[config.mk]
export PLATFORM = sky130hd
export DESIGN_NAME = enc_16x4_sweep
export DESIGN_NICKNAME = d
export VERILOG_FILES = /design/src/rtl/enc_16x4_sweep.sv
export SDC_FILE = /design/constraint.sdc
export NUM_CORES = 1
export LEC_CHECK = 0
export ABC_AREA = 1
export BUFFER_PORTS_ARGS = -buffer_cell sky130_fd_sc_hd__buf_4
export CORE_UTILIZATION = 40
export DETAILED_ROUTE_END_ITERATION = 7
export HOLD_SLACK_MARGIN = 0.03
export SKIP_CTS_REPAIR_TIMING = 1
export SLEW_MARGIN = 20
export SYNTH_ARGS = -nofsm -noshare
export SYNTH_HDL_FRONTEND = slang
export SYNTH_SLANG_ARGS = --single-unit
[constraint.sdc]
create_clock -name clk -period 6.2 [get_ports clk]
set_clock_uncertainty 0.2 [all_clocks]
set_input_delay 0.31 -clock clk [delete_from_list [all_inputs] [get_ports clk]]
set_output_delay 0.31 -clock clk [all_outputs]
set_load 0.01 [all_outputs]
[src/rtl/enc_16x4_sweep.sv]
// enc_16x4_sweep
//
// Readback and diagnosis end for a 4-to-16 decoder under test. After a start
// request it sweeps the select code 0..15 onto the decoder through X,Y,Z,W.
// Each code is held for SETTLE cycles plus one sampling cycle. On the closing
// edge of the sampling cycle the decoder response D_in is compared with the
// ideal one-hot pattern. Failures are accumulated into a count, a per-code map
// and the lowest failing code.
//
// Handshake: start is a level sampled on the rising clock edge. It is accepted
// only while the FSM is in IDLE and ignored everywhere else. busy is high for
// the whole sweep. done pulses for exactly one cycle when the sweep ends. The
// results then stay stable until the next accepted start or a reset.
//
// Ports:
//   clk         rising-edge clock
//   rst         asynchronous, active-high reset
//   start       sweep request
//   D_in[15:0]  decoder outputs; bit i is the output for code i
//   X,Y,Z,W     registered select code to the decoder (X = MSB, W = LSB)
//   enc_out     combinational index of the highest set bit of D_in (0 if none)
//   enc_valid   combinational; 1 iff exactly one bit of D_in is set
//   busy        sweep in progress (DRIVE or SAMPLE)
//   done        one-cycle completion pulse
//   fault_cnt   number of failing codes, 0..16
//   fault_map   bit i set iff code i failed
//   first_fault lowest failing code (0 if none)
//   any_fault   1 iff at least one code failed
//   fsm_state   debug view of the FSM state (0 IDLE, 1 DRIVE, 2 SAMPLE, 3 DONE)

module enc_16x4_sweep #(
    parameter int unsigned SETTLE = 2
) (
    input  logic        clk,
    input  logic        rst,
    input  logic        start,
    input  logic [15:0] D_in,
    output logic        X,
    output logic        Y,
    output logic        Z,
    output logic        W,
    output logic [3:0]  enc_out,
    output logic        enc_valid,
    output logic        busy,
    output logic        done,
    output logic [4:0]  fault_cnt,
    output logic [15:0] fault_map,
    output logic [3:0]  first_fault,
    output logic        any_fault,
    output logic [1:0]  fsm_state
);

    typedef enum logic [1:0] {
        S_IDLE   = 2'd0,
        S_DRIVE  = 2'd1,
        S_SAMPLE = 2'd2,
        S_DONE   = 2'd3
    } state_t;

    localparam logic [3:0] SETTLE_L = 4'(SETTLE);

    state_t     state, next_state;
    logic [3:0] code, next_code;
    logic [3:0] settle_cnt, next_cnt;
    logic [3:0] sel, next_sel;
    logic       clear_results;
    logic       code_fails;

    // ---------------------------------------------------------------
    // Live encoder, independent of the FSM
    // ---------------------------------------------------------------
    always_comb begin
        enc_out = 4'd0;
        // Ascending scan: the last set bit seen is the highest one.
        for (int i = 0; i < 16; i++) begin
            if (D_in[i]) enc_out = 4'(i);
        end
    end

    // Exactly one bit set: non-zero and clearing the lowest set bit leaves 0.
    assign enc_valid = (D_in != 16'd0) && ((D_in & (D_in - 16'd1)) == 16'd0);

    // ---------------------------------------------------------------
    // FSM: next state and datapath controls
    // ---------------------------------------------------------------
    assign code_fails = (D_in != (16'h0001 << code));

    always_comb begin
        next_state    = state;
        next_code     = code;
        next_cnt      = settle_cnt;
        clear_results = 1'b0;
        case (state)
            S_IDLE: begin
                if (start) begin
                    clear_results = 1'b1;
                    next_code     = 4'd0;
                    next_cnt      = SETTLE_L;
                    next_state    = S_DRIVE;
                end
            end
            S_DRIVE: begin
                // The counter is loaded with SETTLE, so DRIVE lasts SETTLE cycles.
                if (settle_cnt <= 4'd1) begin
                    next_state = S_SAMPLE;
                end else begin
                    next_cnt = settle_cnt - 4'd1;
                end
            end
            S_SAMPLE: begin
                if (code == 4'd15) begin
                    next_state = S_DONE;
                end else begin
                    next_code  = code + 4'd1;
                    next_cnt   = SETTLE_L;
                    next_state = S_DRIVE;
                end
            end
            S_DONE: begin
                next_state = S_IDLE;
            end
            default: begin
                next_state = S_IDLE;
            end
        endcase
    end

    // The select is registered from the next-state values so that X..W change
    // on the same edge as the FSM and never glitch.
    always_comb begin
        next_sel = 4'd0;
        if (next_state == S_DRIVE || next_state == S_SAMPLE) begin
            next_sel = next_code;
        end
    end

    always_ff @(posedge clk or posedge rst) begin
        if (rst) begin
            state      <= S_IDLE;
            code       <= 4'd0;
            settle_cnt <= 4'd0;
            sel        <= 4'd0;
        end else begin
            state      <= next_state;
            code       <= next_code;
            settle_cnt <= next_cnt;
            sel        <= next_sel;
        end
    end

    // ---------------------------------------------------------------
    // Result accumulation on the closing edge of each SAMPLE cycle
    // ---------------------------------------------------------------
    always_ff @(posedge clk or posedge rst) begin
        if (rst) begin
            fault_cnt   <= 5'd0;
            fault_map   <= 16'd0;
            first_fault <= 4'd0;
            any_fault   <= 1'b0;
        end else if (clear_results) begin
            fault_cnt   <= 5'd0;
            fault_map   <= 16'd0;
            first_fault <= 4'd0;
            any_fault   <= 1'b0;
        end else if (state == S_SAMPLE && code_fails) begin
            fault_map[code] <= 1'b1;
            // Each code is sampled once per sweep, so at most 16 increments
            // and the 5-bit count cannot wrap.
            fault_cnt       <= fault_cnt + 5'd1;
            if (fault_cnt == 5'd0) first_fault <= code;
            any_fault       <= 1'b1;
        end
    end

    assign {X, Y, Z, W} = sel;
    assign busy         = (state == S_DRIVE) || (state == S_SAMPLE);
    assign done         = (state == S_DONE);
    assign fsm_state    = state;

endmodule

# --- Word-level counts from Yosys, hierarchy flattened ---
# Cells that the tools add are included.
classes:
  shifts: 1
  reduce_logical: 14
  n_mux: 40
  n_mul: 0
  eq_ne: 10
  div: 0
  magnitude_cmp: 3
  addsub: 4
  bitwise_logic: 2
ops:
  columns: ["op", "count"]
  rows:
  - ["$mux 4", 23]
  - ["$mux 16", 2]
  - ["$and 16x16->16", 1]
  - ["$logic_not 16->1", 1]
  - ["$ne 16x16->1", 1]
  - ["$or 16x16->16", 1]
  - ["$reduce_bool 16->1", 1]
  - ["$shl 1x4->16 const A", 1]
  - ["$sub 16x1->16 const B", 1]
  - ["$pmux 4 s3", 1]
  - ["$mux 5", 2]
  - ["$pmux 2 s4", 1]
  - ["$pmux 4 s2", 1]
  - ["$eq 2x2->1 const B", 3]
  - ["$mux 1", 6]
  - ["$mux 2", 3]
  - ["$ne 2x2->1 const B", 3]
  - ["$add 5x1->5 const B", 1]
  - ["$logic_not 5->1", 1]
  - ["$lt 4x5->1 const B", 1]
  - ["$add 4x1->4 const B", 1]
  - ["$demux 1 s4", 1]
  - ["$eq 2x1->1 const B", 2]
  - ["$eq 4x4->1 const B", 1]
  - ["other kinds (10)", 14]
word_totals:
  ram_bits: 0
  romBits: 0
  latch_bits: 0
  mem_count: 0
  out_inout_bits: 39
  reg_bits: 40
  input_bits: 19

# --- Logic depth before layout (Yosys ltp) ---
# Gate-level depths: netlist of the first run.
depth:
  ltp_word: 15
  ltp_mapped: 15
  mapped_depth_nobuf: 14

# --- Worst setup path after synthesis of the first run ---
# No wires, ideal clock.
synth_timing:
  path_kind: "reg-to-reg"
  startpoint: "register code[0]"
  endpoint: "register fault_cnt[0]"
  setup_slack_ps: 4144
  synth_period_minus_slack_ps: 2056
  path_buffers: 1
  t_arrival_ps: 1738
  setup_ps: 117
  stages_incl_launch_ff: 15
  cell_sequence: "dfrtp_1 -> inv_1 -> ha_1 -> inv_1 -> o21ai_0 -> nand2_1 -> nor2_1 -> nand2_1 -> nor2_1 -> nand2_1 -> nand2_2 -> inv_2 -> buf_6 -> nand3_1 -> nand2_1"
synth_via:
  elab_chain_len: 4
synth_rtl:
  columns: ["element", "line_no", "text"]
  rows:
  - ["start, declared", "63", "logic [3:0] code, next_code;"]
  - ["start signal, assigned", "145", "code <= next_code;"]
  - ["$shl 1x4->16", "86", "assign code_fails = (D_in != (16'h0001 << code));"]
  - ["$ne 16x16->1", "86", null]
  - ["$logic_and 1x1->1", "165", "end else if (state == S_SAMPLE && code_fails) begin"]
  - ["$reduce_bool 2->1 (no source line)", null, null]
  - ["end signal, assigned", "169", "fault_cnt <= fault_cnt + 5'd1;"]
  - ["end, declared", "46", "output logic [4:0] fault_cnt,"]
# No other way between the ends.
# A chain may end at the register's enable or synchronous reset.

# --- Worst setup path after layout of the first run ---
layout_timing:
  startpoint: "register code[1]"
  endpoint: "register fault_map[7]"
layout_via:
  elab_chain_len: 7
  word_cells_on_any_way: 12
layout_rtl:
  columns: ["element", "line_no", "text"]
  rows:
  - ["$lt 4x5->1 (not written as such) or $ge 4x1->1 (tied branches)", "166", "fault_map[code] <= 1'b1;"]
  - ["$logic_and 1x1->1 (not written as such)", "166", null]
  - ["$mux 1 (not written as such)", "166", null]
  - ["$demux 1 s4", "166", null]
  - ["$or 16x16->16 (no source line)", null, null]
  - ["$mux 16", "165", null]
  - ["$mux 16", "160", "end else if (clear_results) begin"]
  - ["end signal, assigned", "157", "fault_map <= 16'd0;"]
  - ["end signal, assigned", "162", "fault_map <= 16'd0;"]
  - ["end signal, assigned by index", "166", null]
  - ["end, declared", "47", "output logic [15:0] fault_map,"]
# Parallel ways exist; a longest one is shown, timed or not. The select of a mux whose other input is x is not followed.

==> results of run 1 <==
metal layers:
metal / vias to the layer above / part of all wire (%) / GRT usage, %
met1: 1209 / 48 / 26.8
li1: 1349 / - / -
met3: 6 / 4.2 / 4.55
met2: 56 / 47 / 32.7
met4: 0 / 1.1 / 5.08
met5: - / 0 / 0
flip-flops by register name, indices dropped and copies added, names as in the netlist:
signal	cells
any_fault	1
code	4
fault_cnt	5
fault_map	16
first_fault	4
fsm_state	2
sel	4
settle_cnt	4
cell usage in the layout (no fill, tap or decap):
master         instances
clkinv_1               1
dfrtp_1               40
nor2_2                 1
xnor2_1                2
nor4_1                 1
maj3_1                 1
o21ai_1                6
clkinv_4               1
buf_4                 59
bufinv_16              1
o211ai_1               1
nand3_1               48
nand2_2                2
nand2_1              123
o31ai_1                1
clkbuf_8               6
inv_2                  2
nor3_1                 6
nand4_1                1
inv_1                 49
and3_1                 1
dlygate4sd3_1          1
o22ai_1                2
nor2_1                49
nand3b_1               2
ha_1                  14
a21boi_0               1
o21ai_0               12
xor2_1                 7
a21oi_1               13
metrics by stage:
stage	power, µW	hold slack (ns)
global placement	783	0.267
CTS	1030	-0.0611
global route	1100	0.308
floorplan	642	0.306
finish	1020	0.273
detailed placement	790	0.267
Yosys cell counts:
cell type    n
o21ai_1      6
o22ai_1      2
o21ai_0     12
nor3_1       6
a21oi_1     13
o211ai_1     1
clkinv_1     1
inv_1       49
buf_4        2
dfrtp_1     40
nand2_1    123
maj3_1       1
nand3b_1     2
clkbuf_1     3
nor4_1       1
nand2_2      2
xnor2_1      2
nand4_1      1
a21boi_0     1
buf_2        3
o31ai_1      1
xor2_1       7
nand3_1     48
inv_2        2
nor2_2       1
nor2_1      49
buf_6        1
ha_1        14
and3_1       1
power groups by stage:
stage	registers, µW	logic [µW]	clock network [µW]
5_1_grt	355	499	249
2_1_floorplan	361	281	0
6_report	348	435	233
3_3_place_gp	353	430	0
4_1_cts	348	440	239
3_5_place_dp	353	437	0
worst paths after layout:
check | slack, ns | endpoint | cells past startpoint
min in group asynchronous | 0.48 | first_fault[2] | 4
max in group asynchronous | 4.97 | fault_map[6] | 4
hold / removal | 0.27 | any_fault | 4
setup reg to reg | 3.76 | fault_map[7] | 14
setup / recovery | 3.76 | fault_map[7] | 14
hold reg to reg | 0.29 | fault_map[7] | 2
layout make-up:
| type | count | area [µm²] |
|---|---|---|
| timing repair buffer | 60 | 453 |
| fill | 678 | 3100 |
| tap | 77 | 96.3 |
| clock inverter | 2 | 38.8 |
| inverter | 52 | 195 |
| sequential | 40 | 1000 |
| multi-input combinational | 294 | 1420 |
| clock buffer | 6 | 82.6 |
worst register-to-register path: stages (launching register included):
cell,delay (ns)
dfrtp_1,0.45
inv_1,0.13
ha_1,0.30
nand2_1,0.17
nor2_1,0.20
nand2_1,0.07
nand2_1,0.06
nor2_1,0.04
nand2_1,0.07
nor2_1,0.05
nand2_1,0.08
nand2_2,0.12
inv_2,0.25
nand3_1,0.13
nand2_1,0.08
kinds of logic (layout without fill, tap and decap cells):
logic type,after synthesis,in the layout
AO/OA/AOI/OAI,36,36
AND/OR/NAND/NOR,234,234
buffers and inverters,61,120
XOR/XNOR,9,9
flip-flops,40,40
adder cells (fa/ha/maj),15,15
==> qor.csv, run 1 <==
stage,metric,value,unit
final_layout,Post-Layout Cell Count,531,
clock_network,CTS root buf,clkbuf_8,
routing,DRT iter0 DRCs,120,
routing,Pre-Repair DR Iteration Count,4,
power,combinational cell fraction of total power,42.8,%
synth,post-synthesis compound-gate area fraction,7.12,%
power,Max VDD drop,0.000212,V
synth,Yosys Warn Count,0,
sta,RSZ-0062 raised after global routing,false,
synth,Synth cell types,29,
critical_path,critical path class,flop to flop,
die,IO Pins,58,
critical_path,CP peak stage delay,0.45,ns
routing,mean number of vias per cell,4.93,
clock_network,H-tree depth,2,
sta,final setup fails,0,
power,Switching Share,40.3,%
sta,Slew Limit Fails,0,
status,status,finished clean,
routing,drc violations,0,
synth,synth top area cells,"dfrtp_1 37%, nand2_1 17%, nand3_1 9.0%",
synth,top-area cell type share of the netlist area,37.5,%
critical_path,slowest CP cell,dfrtp_1,
global_route,initial antenna violation count,0,
placement,DPL Wire Length,5120,µm
power,pwr/cell area,309,nW/µm²
clock_network,TritonCTS Buffers,5,
placement,dpl cells,522,
critical_path,CP Launch Type,flop,
die,die width,83.7,µm
synth,adder-cell share of the synthesized area,6.93,%
power,internal cell power,607,µW
synth,net count after synthesis,428,
die,Core ar.,6390,µm²
global_route,GRT Overall Usage,20.0,%
sta,setup ws final,3.76,ns
placement,Post-DP Area,3160,µm²
clock_network,Sinks on Clock Net,40,
run,max_cap viols,0,
power,Leakage,0.00182,µW
sta,Worst-Margin Slew,0.493,ns
routing,via count,2620,
die,row count,29,
final_layout,post-layout util,51.5,%
critical_path,Worst Setup End Kind,flop,
placement,Setup Slack @ Placement,3.75,ns
final_layout,share of cells above drive strength 1,15.9,%
global_route,first-pass GRT wire length,11400,µm
final_layout,area grow syn2layout,23.1,%
hold_path,HP Class,input port to flop,
critical_path,CP most frequent cell,nand2_1,
die,Die Area,7010,µm²
critical_path,CP startpoint,code[1],
critical_path,Crit path max-delay family,simple AND/OR/NAND/NOR gates,
clock_network,Worst-Skew Late Latency,0.30,ns
critical_path,worst path required time,6.24,ns
routing,post-route ant nets,0,
sta,final hold vios,0,
critical_path,buffers plus inverters on the worst setup path,2,
critical_path,R2R Path Start,code[1],
clock_network,Clock Pin Slew Worst Setup and Hold Paths,0.08,ns
power,sw power,409,µW
global_route,largest net degree at the start of global routing,41,
final_layout,Antenna diodes,0,
clock_network,CTS tree,built,
synth,largest family of logic cells by synthesized area,simple AND/OR/NAND/NOR gates,
sta,setup TNS,0,ns
final_layout,Nets,486,
die,die height,83.7,µm
final_layout,Post-Layout Inst Area,3290,µm²
placement,gpl congestion,0.853,
routing,routed len/inst,12.6,µm
global_route,vias in the first global route,2488,
sta,max frequency,410,MHz
synth,Post-Syn Area,2670,µm²
sta,Tcrit/Tclk final,39.4,%
sta,min Tclk post-route,2.44,ns
placement,PortBufs,57,
synth,XOR/XNOR share of the synthesized area,2.95,%
die,Starting Density,41.8,%
power,Clock Power Share,23.0,%
routing,final wirelength,6710,µm
synth,"FF+latch count, synth",40,
critical_path,crit path cell chain,"inv_1, ha_1, nand2_1, nor2_1, nand2_1, nand2_1, nor2_1, nand2_1, nor2_1, nand2_1, nand2_2, inv_2, nand3_1, nand2_1",
global_route,final global-route overflow total,0,
critical_path,critical-path maximum fanout,17,
clock_network,Clock Path Buffers,2,
hold_path,worst hold start,start,
synth,Syn Area/Cell,6.76,µm²
power,sequential share of power,34.3,%
synth,Synth Area in Simple Gates,36.3,%
synth,Synth area leader,dfrtp_1,
synth,register area share after synthesis,37.5,%
synth,Synth Instances,395,
sta,Slew HR,67.1,%
critical_path,Worst EP arrival,2.49,ns
synth,post-synthesis mux area share,0,%
No activity file was read; power rests on OpenSTA's default activity.
==> inputs of run 2 (changes only) <==
==> constraint.sdc (replaced) <==
create_clock -name clk -period 2.3 [get_ports clk]
set_clock_uncertainty 0.2 [all_clocks]
set_input_delay 0.115 -clock clk [delete_from_list [all_inputs] [get_ports clk]]
set_output_delay 0.115 -clock clk [all_outputs]
set_load 0.01 [all_outputs]
==> qor.csv, run 2 (synthesized netlist as in run 1, its figures left out) <==
stage,metric,value,unit,change
status,status,finished clean,,unchanged
sta,Tcrit/Tclk final,94.4,%,was 39.4%
clock_network,CTS tree,built,,unchanged
power,Max VDD drop,0.000547,V,was 0.000212 V
sta,final hold vios,0,,unchanged
clock_network,TritonCTS Buffers,5,,unchanged
critical_path,CP most frequent cell,nor2_1,,was nand2_1
global_route,vias in the first global route,2491,,was 2488
die,die height,83.7,µm,unchanged
clock_network,CTS root buf,clkbuf_8,,unchanged
final_layout,share of cells above drive strength 1,22.3,%,was 15.9%
final_layout,"most common cell after layout, fill and taps aside",nand2_1,,unchanged
global_route,largest net degree at the start of global routing,41,,unchanged
routing,final wirelength,6810,µm,was 6710 µm
sta,min Tclk post-route,2.17,ns,was 2.44 ns
critical_path,r2r setup slk,0.13,ns,was 3.76 ns
sta,Slew HR,66.2,%,was 67.1%
placement,DPL Wire Length,5190,µm,was 5120 µm
die,IO Pins,58,,unchanged
routing,via count,2648,,was 2620
final_layout,Antenna diodes,0,,unchanged
clock_network,Clock Path Buffers,2,,unchanged
critical_path,critical-path maximum fanout,16,,was 17
placement,dpl cells,532,,was 522
final_layout,area grow syn2layout,30.6,%,was 23.1%
critical_path,CP Launch Type,flop,,unchanged
routing,post-route ant nets,0,,unchanged
placement,Setup Slack @ Placement,-0.0847,ns,was 3.75 ns
clock_network,Sinks on Clock Net,40,,unchanged
critical_path,Worst Setup End Kind,flop,,unchanged
clock_network,H-tree depth,2,,unchanged
die,die width,83.7,µm,unchanged
hold_path,HP Class,input port to flop,,unchanged
die,row count,29,,unchanged
final_layout,max reg flops,16,,unchanged
final_layout,Regs by FF count,"fault_map: 16 flops, fault_cnt: 5 flops",,unchanged
sta,setup ws final,0.129,ns,was 3.76 ns
critical_path,slowest CP cell,dfrtp_2,,was dfrtp_1
die,Die Area,7010,µm²,unchanged
placement,Post-DP Area,3250,µm²,was 3160 µm²
final_layout,Post-Layout Cell Count,544,,was 531
final_layout,Post-Layout Inst Area,3490,µm²,was 3290 µm²
routing,routed len/inst,12.5,µm,was 12.6 µm
critical_path,Worst EP arrival,2.16,ns,was 2.49 ns
routing,DRT iter0 DRCs,155,,was 120
sta,RSZ-0062 raised after global routing,true,,was false
global_route,GRT Overall Usage,20.2,%,was 20.0%
sta,worst hold slack,0.0667,ns,was 0.273 ns
power,pwr/cell area,780,nW/µm²,was 309 nW/µm²
placement,gpl congestion,0.858,,was 0.853
global_route,initial antenna violation count,0,,unchanged
sta,setup TNS,0,ns,unchanged
sta,Worst-Margin Slew,0.507,ns,was 0.493 ns
power,Leakage,0.00187,µW,was 0.00182 µW
clock_network,Worst-Skew Late Latency,0.30,ns,about the same
die,Starting Density,41.8,%,unchanged
routing,Pre-Repair DR Iteration Count,4,,unchanged
clock_network,Clock Pin Slew Worst Setup and Hold Paths,0.08,ns,about the same
critical_path,worst path required time,2.29,ns,was 6.24 ns
die,Core ar.,6390,µm²,unchanged
global_route,final global-route overflow total,0,,unchanged
global_route,first-pass GRT wire length,11500,µm,was 11400 µm
final_layout,most frequent cells in the layout,"123 x nand2_1, 70 x buf_4, 49 x nor2_1, 46 x inv_1, 44 x nand3_1",,"was 123 x nand2_1, 59 x buf_4, 49 x inv_1, 49 x nor2_1, 48 x nand3_1"
routing,mean number of vias per cell,4.87,,was 4.93
sta,Slew Limit Fails,0,,unchanged
critical_path,crit path cell chain,"inv_4, ha_4, inv_1, o21ai_0, nand2_1, nor2_1, nand2_1, nor2_1, nand2_1, nand2_2, inv_2, buf_12, nor2_1, nor2_1",,"was inv_1, ha_1, nand2_1, nor2_1, nand2_1, nand2_1, nor2_1, nand2_1, nor2_1, nand2_1, nand2_2, inv_2, nand3_1, nand2_1"
final_layout,Largest Register,fault_map,,unchanged
sta,final setup fails,0,,unchanged
run,max_cap viols,0,,unchanged
placement,PortBufs,57,,unchanged
critical_path,CP peak stage delay,0.48,ns,was 0.45 ns
critical_path,critical path class,flop to flop,,unchanged
final_layout,Nets,499,,was 486
sta,max frequency,461,MHz,was 410 MHz
routing,drc violations,0,,unchanged
-- run 2: changes by cell type in the layout (fill, tap and decap cells not counted), sizes merged --
cell / before / now
clkinv: 2 / 3
bufinv: 1 / 0
buf: 59 / 72
-- run 2: critical path: cells and delay by family (launching register included) --
family          cells  cell delay (ns)
fa+ha+maj           1             0.19
compound gates      1             0.15
flops               1             0.48
buf+inv             4             0.38
simple gates        8             0.65
-- run 2: final timing paths --
| kind | from | to | cells past startpoint |
|---|---|---|---|
| max | code[0] | any_fault | 14 |
| min reg2reg | fault_map[7] | fault_map[7] | 2 |
| max reg2reg | code[0] | any_fault | 14 |
| min in group asynchronous | rst | fault_cnt[4] | 4 |
| max in group asynchronous | rst | code[1] | 4 |
| min | start | fsm_state[1] | 4 |
-- run 2: area by class of cell --
class / instances / area [µm²]
clock buffers: 6 / 82.6
clock inverters: 2 / 10.0
well taps: 77 / 96.3
fillers: 644 / 2900
multi-input cells: 294 / 1530
inverters: 52 / 200
flip-flops and latches: 40 / 1010
repair buffers: 73 / 567
-- run 2: per-stage QoR --
| step | utilization, % | total power (µW) |
|---|---|---|
| 2_1_floorplan | - | 1730 |
| 3_3_place_gp | 50.8 | 2130 |
| 3_5_place_dp | 50.8 | 2140 |
| 4_1_cts | 52.3 | 2640 |
| 5_1_grt | 54.6 | 2980 |
| 6_report | 54.6 | 2720 |
-- run 2: per-layer routing --
metal | GRT usage [%] | vias up | part of all wire, %
met5 | 0 | - | 0
li1 | - | 1383 | -
met2 | 32.1 | 67 | 47
met1 | 28.0 | 1192 | 47
met4 | 4.16 | 0 | 0.75
met3 | 4.95 | 6 | 5.1
-- run 2: report_power, final --
part | switching (µW) | total [µW] | internal [µW]
Sequential | 113 | 949 | 836
Combinational | 758 | 1290 | 530
Clock | 245 | 484 | 239
==> inputs of run 3 (changes only) <==
--- a/config.mk
+++ b/config.mk
@@ -7,9 +7,10 @@
 export LEC_CHECK = 0
 export ABC_AREA = 1
 export BUFFER_PORTS_ARGS = -buffer_cell sky130_fd_sc_hd__buf_4
-export CORE_UTILIZATION = 40
+export CORE_UTILIZATION = 45
 export DETAILED_ROUTE_END_ITERATION = 7
 export HOLD_SLACK_MARGIN = 0.03
+export PLACE_DENSITY = 0.68
 export SKIP_CTS_REPAIR_TIMING = 1
 export SLEW_MARGIN = 20
 export SYNTH_ARGS = -nofsm -noshare
==> qor.csv, run 3 (synthesized netlist as in run 1, its figures left out) <==
stage,metric,value,unit,change
status,status,finished clean,,unchanged
critical_path,buffers plus inverters on the worst setup path,0,,was 4
global_route,met3 usage,4.14,%,was 4.95%
critical_path,Worst EP arrival,2.21,ns,was 2.16 ns
global_route,met1 GRT Util,29.0,%,was 28.0%
sta,min Tclk post-route,2.22,ns,was 2.17 ns
global_route,busiest grt layer,met2,,unchanged
routing,mean number of vias per cell,4.97,,was 4.87
power,sequential share of power,35.5,%,was 34.9%
routing,final wirelength,6680,µm,was 6810 µm
global_route,first-pass GRT wire length,11400,µm,was 11500 µm
clock_network,Worst-Skew Late Latency,0.30,ns,about the same
global_route,final global-route overflow total,0,,unchanged
critical_path,CP most frequent cell,nand2_1,,was nor2_1
routing,DRT iter0 DRCs,166,,was 155
clock_network,H-tree depth,2,,unchanged
final_layout,Nets,495,,was 499
final_layout,Largest Register,fault_map,,unchanged
critical_path,critical path class,flop to flop,,unchanged
final_layout,Regs by FF count,"fault_map: 16 flops, fault_cnt: 5 flops",,unchanged
routing,Pre-Repair DR Iteration Count,4,,unchanged
final_layout,Antenna diodes,0,,unchanged
sta,RSZ-0062 raised after global routing,true,,unchanged
critical_path,slowest CP cell,dfrtp_2,,unchanged
die,die height,79.0,µm,was 83.7 µm
critical_path,Crit path max-delay family,simple AND/OR/NAND/NOR gates,,unchanged
critical_path,Worst Setup End Kind,flop,,unchanged
sta,setup TNS,0,ns,unchanged
critical_path,CP peak stage delay,0.44,ns,was 0.48 ns
die,die width,79.0,µm,was 83.7 µm
die,Starting Density,47.6,%,was 41.8%
global_route,GRT Overall Usage,23.1,%,was 20.2%
die,IO Pins,58,,unchanged
placement,gpl congestion,0.864,,was 0.858
clock_network,TritonCTS Buffers,5,,unchanged
sta,max frequency,451,MHz,was 461 MHz
power,Max VDD drop,0.000637,V,was 0.000547 V
sta,Slew HR,66.7,%,was 66.2%
clock_network,Clock Path Buffers,2,,unchanged
sta,Slew Limit Fails,0,,unchanged
power,Switching Share,41.6,%,was 41.0%
routing,drc violations,0,,unchanged
placement,PortBufs,57,,unchanged
final_layout,share of cells above drive strength 1,19.7,%,was 22.3%
critical_path,crit path cell chain,"ha_2, ha_1, nand2_1, xor2_1, nor2_1, nand2_1, nor2_1, nand2_1, nand3_1, nand2_1, nand2_1, nand2_1",,"was inv_4, ha_4, inv_1, o21ai_0, nand2_1, nor2_1, nand2_1, nor2_1, nand2_1, nand2_2, inv_2, buf_12, nor2_1, nor2_1"
power,Clock Power Share,17.5,%,was 17.8%
die,Core ar.,5610,µm²,was 6390 µm²
clock_network,CTS root buf,clkbuf_8,,unchanged
final_layout,most frequent cells in the layout,"122 x nand2_1, 67 x buf_4, 49 x nor2_1, 48 x nand3_1, 47 x inv_1",,"was 123 x nand2_1, 70 x buf_4, 49 x nor2_1, 46 x inv_1, 44 x nand3_1"
final_layout,"most common cell after layout, fill and taps aside",nand2_1,,unchanged
clock_network,Sinks on Clock Net,40,,unchanged
sta,worst hold slack,0.00179,ns,was 0.0667 ns
global_route,GR Layer Usage met2,40.3,%,was 32.1%
sta,Worst-Margin Slew,0.499,ns,was 0.507 ns
critical_path,critical-path maximum fanout,6,,was 16
final_layout,max reg flops,16,,unchanged
sta,final setup fails,0,,unchanged
critical_path,worst path required time,2.30,ns,was 2.29 ns
die,row count,27,,was 29
clock_network,CTS tree,built,,unchanged
power,Leakage,0.00184,µW,was 0.00187 µW
global_route,initial antenna violation count,0,,unchanged
routing,routed len/inst,12.5,µm,about the same
global_route,vias in the first global route,2626,,was 2491
routing,via count,2660,,was 2648
power,sw power,1110,µW,about the same
clock_network,Clock Pin Slew Worst Setup and Hold Paths,0.08,ns,about the same
run,max_cap viols,0,,unchanged
global_route,largest net degree at the start of global routing,41,,unchanged
placement,DPL Wire Length,5140,µm,was 5190 µm
power,pwr/cell area,787,nW/µm²,was 780 nW/µm²
routing,post-route ant nets,0,,unchanged
die,Die Area,6250,µm²,was 7010 µm²
sta,Tcrit/Tclk final,96.3,%,was 94.4%
power,combinational cell fraction of total power,47.0,%,was 47.3%
critical_path,CP Launch Type,flop,,unchanged
sta,final hold vios,0,,unchanged
final_layout,area grow syn2layout,26.6,%,was 30.6%
hold_path,HP Class,input port to flop,,unchanged
power,internal cell power,1550,µW,was 1610 µW
## run 3: cell count changes in the layout (fill, tap and decap cells not counted), moves of 2 or more
cell | previous run | this run
nand3_1 | 44 | 48
nand3_2 | 4 | 0
buf_4 | 70 | 67
ha_4 | 6 | 3
clkbuf_1 | 0 | 2
clkinv_2 | 2 | 0
ha_1 | 8 | 10
inv_4 | 2 | 0
## run 3: per-layer routing
metal	share of wire (%)	up-vias	wire length (µm)
li1	-	1376	-
met1	46	1221	3060
met2	49	53	3290
met3	3.5	10	237
met4	1.4	0	94
met5	0	-	0
## run 3: path summary, 6_finish.rpt
| path | from | end | slack (ns) | cells past startpoint |
|---|---|---|---|---|
| max in group asynchronous | rst | code[0] | 1.23 | 4 |
| min in group asynchronous | rst | first_fault[0] | 0.29 | 4 |
| setup reg to reg | code[0] | first_fault[0] | 0.08 | 12 |
| hold reg to reg | fault_map[5] | fault_map[5] | 0.28 | 2 |
| setup / recovery | code[0] | first_fault[0] | 0.08 | 12 |
| hold / removal | start | fsm_state[1] | 0.002 | 4 |
## run 3: stage by stage
step | worst slack (ns) | utilization [%] | cells | cell area, µm² | power [µW]
global route | -0.0647 | 60.3 | 535 | 3380 | 2900
global placement | 0.0192 | 57.6 | 526 | 3230 | 2110
floorplan | 0.244 | - | 395 | 2670 | 1730
detailed placement | -0.0309 | 57.6 | 526 | 3230 | 2150
CTS | -0.0525 | 59.1 | 534 | 3320 | 2630
finish | 0.0843 | 60.3 | 535 | 3380 | 2660
## run 3: power by group through the flow
stage | combinational (µW) | clock [µW] | sequential (µW)
floorplan | 758 | 0 | 973
global placement | 1170 | 0 | 947
detailed placement | 1200 | 0 | 950
CTS | 1210 | 483 | 939
global route | 1420 | 516 | 963
finish | 1250 | 465 | 946
## run 3: worst register-to-register path: stages, from the launching register on
cell	delay, ns
dfrtp_2	0.44
ha_2	0.22
ha_1	0.20
nand2_1	0.08
xor2_1	0.15
nor2_1	0.12
nand2_1	0.07
nor2_1	0.10
nand2_1	0.08
nand3_1	0.17
nand2_1	0.14
nand2_1	0.10
nand2_1	0.05
## run 3: layout make-up
cell class	instances	area [µm²]
Timing Repair Buffer	69	533
Clock inverter	1	8.76
Inverter	52	195
Clock buffer	7	76.3
Multi-Input combinational cell	294	1470
Sequential cell	40	1000
Tap cell	72	90.1
Fill cell	565	2230
